<file path="src/rtl/sfx_player_if.sv">
// Control and output bundle between the sound-effect player and its host.
// The host drives requests; the player drives the registered note outputs.
interface sfx_player_if;
    logic        step_en;
    logic [2:0]  trigger;
    logic        abort;
    logic [21:0] note_div;
    logic        active;
    logic        done;
    logic [1:0]  effect_id;
    logic [2:0]  step_idx;

    modport master (
        output step_en, trigger, abort,
        input  note_div, active, done, effect_id, step_idx
    );

    modport slave (
        input  step_en, trigger, abort,
        output note_div, active, done, effect_id, step_idx
    );
endinterface

</file>
<file path="src/rtl/sfx_player.sv">
// Plays short fixed sound effects as a sequence of note dividers, one entry per step_en.
// Higher or equal effect ids preempt the current one; abort stops without a done pulse.
module sfx_player #(
    parameter int unsigned DIV_NUM    = 50000000,
    parameter int unsigned SILENT_DIV = 1
) (
    input logic         clk,
    input logic         rst,
    sfx_player_if.slave bus
);

    localparam logic [21:0] D988   = 22'(DIV_NUM / 988);
    localparam logic [21:0] D1319  = 22'(DIV_NUM / 1319);
    localparam logic [21:0] D392   = 22'(DIV_NUM / 392);
    localparam logic [21:0] D330   = 22'(DIV_NUM / 330);
    localparam logic [21:0] D262   = 22'(DIV_NUM / 262);
    localparam logic [21:0] D196   = 22'(DIV_NUM / 196);
    localparam logic [21:0] D523   = 22'(DIV_NUM / 523);
    localparam logic [21:0] D659   = 22'(DIV_NUM / 659);
    localparam logic [21:0] D784   = 22'(DIV_NUM / 784);
    localparam logic [21:0] D1046  = 22'(DIV_NUM / 1046);
    localparam logic [21:0] DSILENT = 22'(SILENT_DIV);

    typedef enum logic [0:0] {StIdle, StPlay} state_e;

    state_e      state_q;
    logic [21:0] note_div_q;
    logic        active_q;
    logic        done_q;
    logic [1:0]  effect_id_q;
    logic [2:0]  step_idx_q;

    logic        trig_valid;
    logic [1:0]  trig_id;
    logic [2:0]  last_idx;
    logic [2:0]  next_idx;

    function automatic logic [21:0] entry_div(input logic [1:0] id, input logic [2:0] idx);
        logic [21:0] d;
        d = DSILENT;
        unique case (id)
            2'd1: d = (idx == 3'd0) ? D988 : D1319;
            2'd2: begin
                unique case (idx)
                    3'd0:    d = D392;
                    3'd1:    d = D330;
                    3'd2:    d = D262;
                    default: d = D196;
                endcase
            end
            2'd3: begin
                unique case (idx)
                    3'd0:    d = D523;
                    3'd1:    d = D659;
                    3'd2:    d = D784;
                    3'd4:    d = D784;
                    default: d = D1046;
                endcase
            end
            default: d = DSILENT;
        endcase
        return d;
    endfunction

    assign trig_id    = bus.trigger[1:0];
    assign trig_valid = !bus.trigger[2] && (trig_id != 2'd0);
    assign last_idx   = (effect_id_q == 2'd3) ? 3'd5 : 3'd3;
    assign next_idx   = 3'(step_idx_q + 3'd1);

    always_ff @(posedge clk or posedge rst) begin
        if (rst) begin
            state_q     <= StIdle;
            note_div_q  <= DSILENT;
            active_q    <= 1'b0;
            done_q      <= 1'b0;
            effect_id_q <= 2'd0;
            step_idx_q  <= 3'd0;
        end else begin
            done_q <= 1'b0;
            unique case (state_q)
                StIdle: begin
                    // abort outranks trigger even when nothing is playing
                    if (trig_valid && !bus.abort) begin
                        state_q     <= StPlay;
                        note_div_q  <= entry_div(trig_id, 3'd0);
                        active_q    <= 1'b1;
                        effect_id_q <= trig_id;
                        step_idx_q  <= 3'd0;
                    end
                end
                StPlay: begin
                    if (bus.abort) begin
                        state_q     <= StIdle;
                        note_div_q  <= DSILENT;
                        active_q    <= 1'b0;
                        effect_id_q <= 2'd0;
                        step_idx_q  <= 3'd0;
                    end else if (trig_valid && (trig_id >= effect_id_q)) begin
                        note_div_q  <= entry_div(trig_id, 3'd0);
                        effect_id_q <= trig_id;
                        step_idx_q  <= 3'd0;
                    end else if (bus.step_en) begin
                        if (step_idx_q == last_idx) begin
                            state_q     <= StIdle;
                            note_div_q  <= DSILENT;
                            active_q    <= 1'b0;
                            done_q      <= 1'b1;
                            effect_id_q <= 2'd0;
                            step_idx_q  <= 3'd0;
                        end else begin
                            note_div_q <= entry_div(effect_id_q, next_idx);
                            step_idx_q <= next_idx;
                        end
                    end
                end
                default: state_q <= StIdle;
            endcase
        end
    end

    assign bus.note_div  = note_div_q;
    assign bus.active    = active_q;
    assign bus.done      = done_q;
    assign bus.effect_id = effect_id_q;
    assign bus.step_idx  = step_idx_q;

endmodule

</file>
<file path="src/flat_wrapper.sv">
// flat-port wrapper written by rule: the top's interface ports become plain ports
module sfx_player_flat 
#(
    parameter int unsigned DIV_NUM    = 50000000,
    parameter int unsigned SILENT_DIV = 1
)
  (clk, rst, bus_step_en, bus_trigger, bus_abort, bus_note_div, bus_active, bus_done, bus_effect_id, bus_step_idx);
  sfx_player_if bus_i ();
  input logic clk;
  input logic rst;
  input wire logic [$bits(bus_i.step_en)-1:0] bus_step_en;
  input wire logic [$bits(bus_i.trigger)-1:0] bus_trigger;
  input wire logic [$bits(bus_i.abort)-1:0] bus_abort;
  output wire logic [$bits(bus_i.note_div)-1:0] bus_note_div;
  output wire logic [$bits(bus_i.active)-1:0] bus_active;
  output wire logic [$bits(bus_i.done)-1:0] bus_done;
  output wire logic [$bits(bus_i.effect_id)-1:0] bus_effect_id;
  output wire logic [$bits(bus_i.step_idx)-1:0] bus_step_idx;
  assign bus_i.step_en = bus_step_en;
  assign bus_i.trigger = bus_trigger;
  assign bus_i.abort = bus_abort;
  assign bus_note_div = bus_i.note_div;
  assign bus_active = bus_i.active;
  assign bus_done = bus_i.done;
  assign bus_effect_id = bus_i.effect_id;
  assign bus_step_idx = bus_i.step_idx;
  sfx_player #(.DIV_NUM(DIV_NUM), .SILENT_DIV(SILENT_DIV)) u_core (.clk(clk), .rst(rst), .bus(bus_i));
endmodule
</file>
<file path="config.mk">
export PLATFORM = sky130hd
export DESIGN_NAME = sfx_player_flat
export DESIGN_NICKNAME = d
export VERILOG_FILES = /design/src/rtl/sfx_player_if.sv /design/src/rtl/sfx_player.sv /design/src/flat_wrapper.sv
export SDC_FILE = /design/constraint.sdc
export NUM_CORES = 1
export LEC_CHECK = 0
export ABC_CLOCK_PERIOD_IN_PS = 4400
export BUFFER_PORTS_ARGS = -buffer_cell sky130_fd_sc_hd__buf_2
export CORE_ASPECT_RATIO = 1.4
export CORE_MARGIN = 3
export CORE_UTILIZATION = 60
export DETAILED_ROUTE_END_ITERATION = 12
export GPL_ROUTABILITY_DRIVEN = 0
export PLACE_DENSITY = 0.85
export SYNTH_ARGS = -nofsm -noshare
export SYNTH_HDL_FRONTEND = slang
export SYNTH_SLANG_ARGS = --single-unit
</file>
<file path="constraint.sdc">
create_clock -name clk -period 4.4 [get_ports clk]
set_input_delay 0.88 -clock clk [delete_from_list [all_inputs] [get_ports clk]]
set_output_delay 0.88 -clock clk [all_outputs]
set_load 0.005 [all_outputs]
</file>
==> summary.md <==
| Metric | Value |
|---|---|
| CP max stage delay | 700 ps |
| Worst Setup Slack post-DPL | 1479 ps |
| PD cells | about 350 nW/um2 |
| Outcome | completed |
| Fillers | 257 |
| Grt total ovfl | 0 |
| Relative slew slack | 0.3340 |
| Core ar. | 2993 um2 |
| Fin crit period | 2855 ps |
| Sequential cell area fraction in the yosys report | 0.3350 |
| Antenna Cells | 0 |
| HP Class | register to register |
| I/O pin cnt | 36 |
| Clk slew on worst S/H paths | 90 ps |
| Share of cells above drive strength 1 | 0.1873 |
| Placed insts | 284 |
| Die width | between 50 and 60 um |
| Starting DRT DRC Count | 120 |
| PostCTS Resize Cnt | 0 |
| Area of the multi-input gates | ~1200 um2 |
| Routed Antenna Nets | 0 |
| Global-route wire length before repair | slightly below 8000 um |
| Clock Latency Late Sink | between 200 and 300 ps |
| DIE AREA | 3972 um2 |
| Max-slew violation count | 0 |
| # clock sinks | 26 |
| Synth cell types | 56 |
| Worst path cell trace | inv_1 > ha_1 > nor2_1 > nor4_4 > o32a_1 > o21ai_0 > a31oi_1 |
| Main flop type after synthesis | dfrtp_1 |
| Max_cap viols | 0 |
| Ys async rst share | 1.000 |
| Slowest stage cell, crit path | dfrtp_1 |
| EDFF count, synth | 0 |
| DRC Markers | 0 |
| FF/Latch Area | 651.9 um2 |
| Most common cell after layout, fill and taps aside | buf_2 |
| GRT Util Overall | 0.2605 |
| Area growth from synthesis to layout | 7.846% |
| Via density | ~6.5 |
| CTS root buf | clkbuf_8 |
| Port Buf Inserts | 31 |
| CTS Buffer Depth | 2 |
| Slew of the pin with the lowest slew margin | 997.9 ps |
| Fin nets | 270 |
| Initial antenna violation count | 0 |
| Initial Util | 0.6501 |
| Critical Path Source Type | register |
| Non-Filler Instances | 288 |
| Leak | between 0.9 and 1 nW |
| Post-CTS setup buffers | 0 |
| RSZ-0062 raised after global routing | false |
| Hold Vio Cnt, Final | 0 |
| Row count | 23 |
| Achievable frequency | 350.3 MHz |
| Setup violations, final | 0 |
| Peak supply drop | 0.2435 mV |
| Worst setup EP type | register |
| Largest net degree at the start of global routing | 28 |
| Mapped Area | 1946 um2 |
| DP Wirelength | ~3500 um |
| Mean Syn Cell Area | 8.350 um2 |
| Period utilization | 0.6488 |
| Routed len/inst | 16.63 um |
| Drt first pass iters | 5 |
| Buf+Inv Stages, Crit Path | 1 |
| FF+latch count, synth | 26 |
| CP delay by family, top | compound AO/OA/AOI/OAI gates |
| Cts hold-fix bufs | 0 |
| Count of warnings emitted by yosys | 0 |
| Cell count after synthesis | 233 |
| Critical path peak fanout | 19 |
| Crit Path Class | register to register |
| Slack of the critical path | between 1500 and 2000 ps |
| Htree depth | 1 |
| CTS tree | yes |
| Vias in the first global route | 1654 |
| Most frequent cells in the layout | buf_2, nor2_1, dfrtp_1 |
| Layout Skew | about 3.5 ps |
| Util after Layout | 0.7011 |
| Vias | 1865 |
| Die span in y | 73.38 um |
| Wirelength, routed | 4789 um |
| Setup TNS Final | 0 ps |
| Num CTS Buffers | 3 |
| Arrival @ worst endpoint | 3050 ps |
| CP required | between 4000 and 5000 ps |
-- sequential cells by signal (all words and copies together), names as in the netlist --
register,cells
u_core.bus.active,1
u_core.bus.note_div,18
u_core.bus.effect_id,2
u_core.bus.done,1
u_core.bus.step_idx,3
u_core.state_q,1
-- per-layer routing --
metal / track usage / up-vias / wire (um)
met5: 0 / - / 0
met4: 0.09141 / 0 / 131
met3: 0.02840 / 15 / 341
met2: 0.4128 / 104 / 2427
met1: 0.3625 / 870 / 1888
li1: - / 876 / -
-- kinds of logic (layout without fill, tap and decap cells) --
kind of cell,count (synthesis),after routing,synth area share
buffers and inverters,28,43,0.07653
other,1,4,0.001927
multiplexers,1,1,0.005145
flip-flops,26,26,0.3351
XOR/XNOR,2,2,0.009005
adder cells (fa/ha/maj),11,11,0.07074
AND/OR/NAND/NOR,85,85,0.2244
AO/OA/AOI/OAI,79,79,0.2772
-- Yosys cell counts, drive strengths merged (5+ instances only) --
library cell,instances,share of area
a21oi,25,0.066
a32oi,5,0.023
buf,12,0.045
clkbuf,9,0.018
dfrtp,25,0.32
ha,11,0.071
inv,7,0.014
nand2,17,0.033
nand2b,5,0.016
nand3,10,0.026
nor2,28,0.054
o21ai,20,0.059
-- path summary, 6_finish.rpt --
path                                          from                       to  slack (ps)  depth (start not counted)
setup reg to reg           u_core.bus.effect_id[1]   u_core.bus.note_div[1]        1550                          7
setup / recovery           u_core.bus.effect_id[1]   u_core.bus.note_div[1]        1550                          7
hold / removal             u_core.bus.note_div[17]  u_core.bus.note_div[17]         470                          2
hold reg to reg            u_core.bus.note_div[17]  u_core.bus.note_div[17]         470                          2
min in group asynchronous                      rst   u_core.bus.note_div[9]         840                          2
max in group asynchronous                      rst   u_core.bus.note_div[8]        2960                          2
-- through the flow --
step	power [mW]	hold slack, ps	area [um2]
floorplan	0.4990	462.8	1957
global placement	0.5703	446.9	2043
detailed placement	0.5763	453.7	2043
CTS	0.7313	474.9	2098
global route	0.7787	496.0	2098
finish	0.7309	466.4	2098
-- report_power, final --
group          internal [mW]  switching, mW
Clock                 0.0800         0.0744
Sequential             0.278         0.0471
Combinational          0.104          0.147
-- worst reg2reg max path, delay by kind of cell (launching register included) --
| kind | cells | cell delay, ps |
|---|---|---|
| compound gates | 3 | 990 |
| flops | 1 | 700 |
| simple gates | 2 | 460 |
| fa+ha+maj | 1 | 380 |
| buf+inv | 1 | 250 |
-- layout make-up --
| type | count | share of cell area |
|---|---|---|
| multi-input cells | 182 | 0.5510 |
| well taps | 37 | 0.02206 |
| clock buffers | 4 | 0.02624 |
| flip-flops and latches | 26 | 0.3107 |
| inverters | 7 | 0.01252 |
| repair buffers | 32 | 0.07752 |
Note: power is estimated with default switching activity, not from simulation.
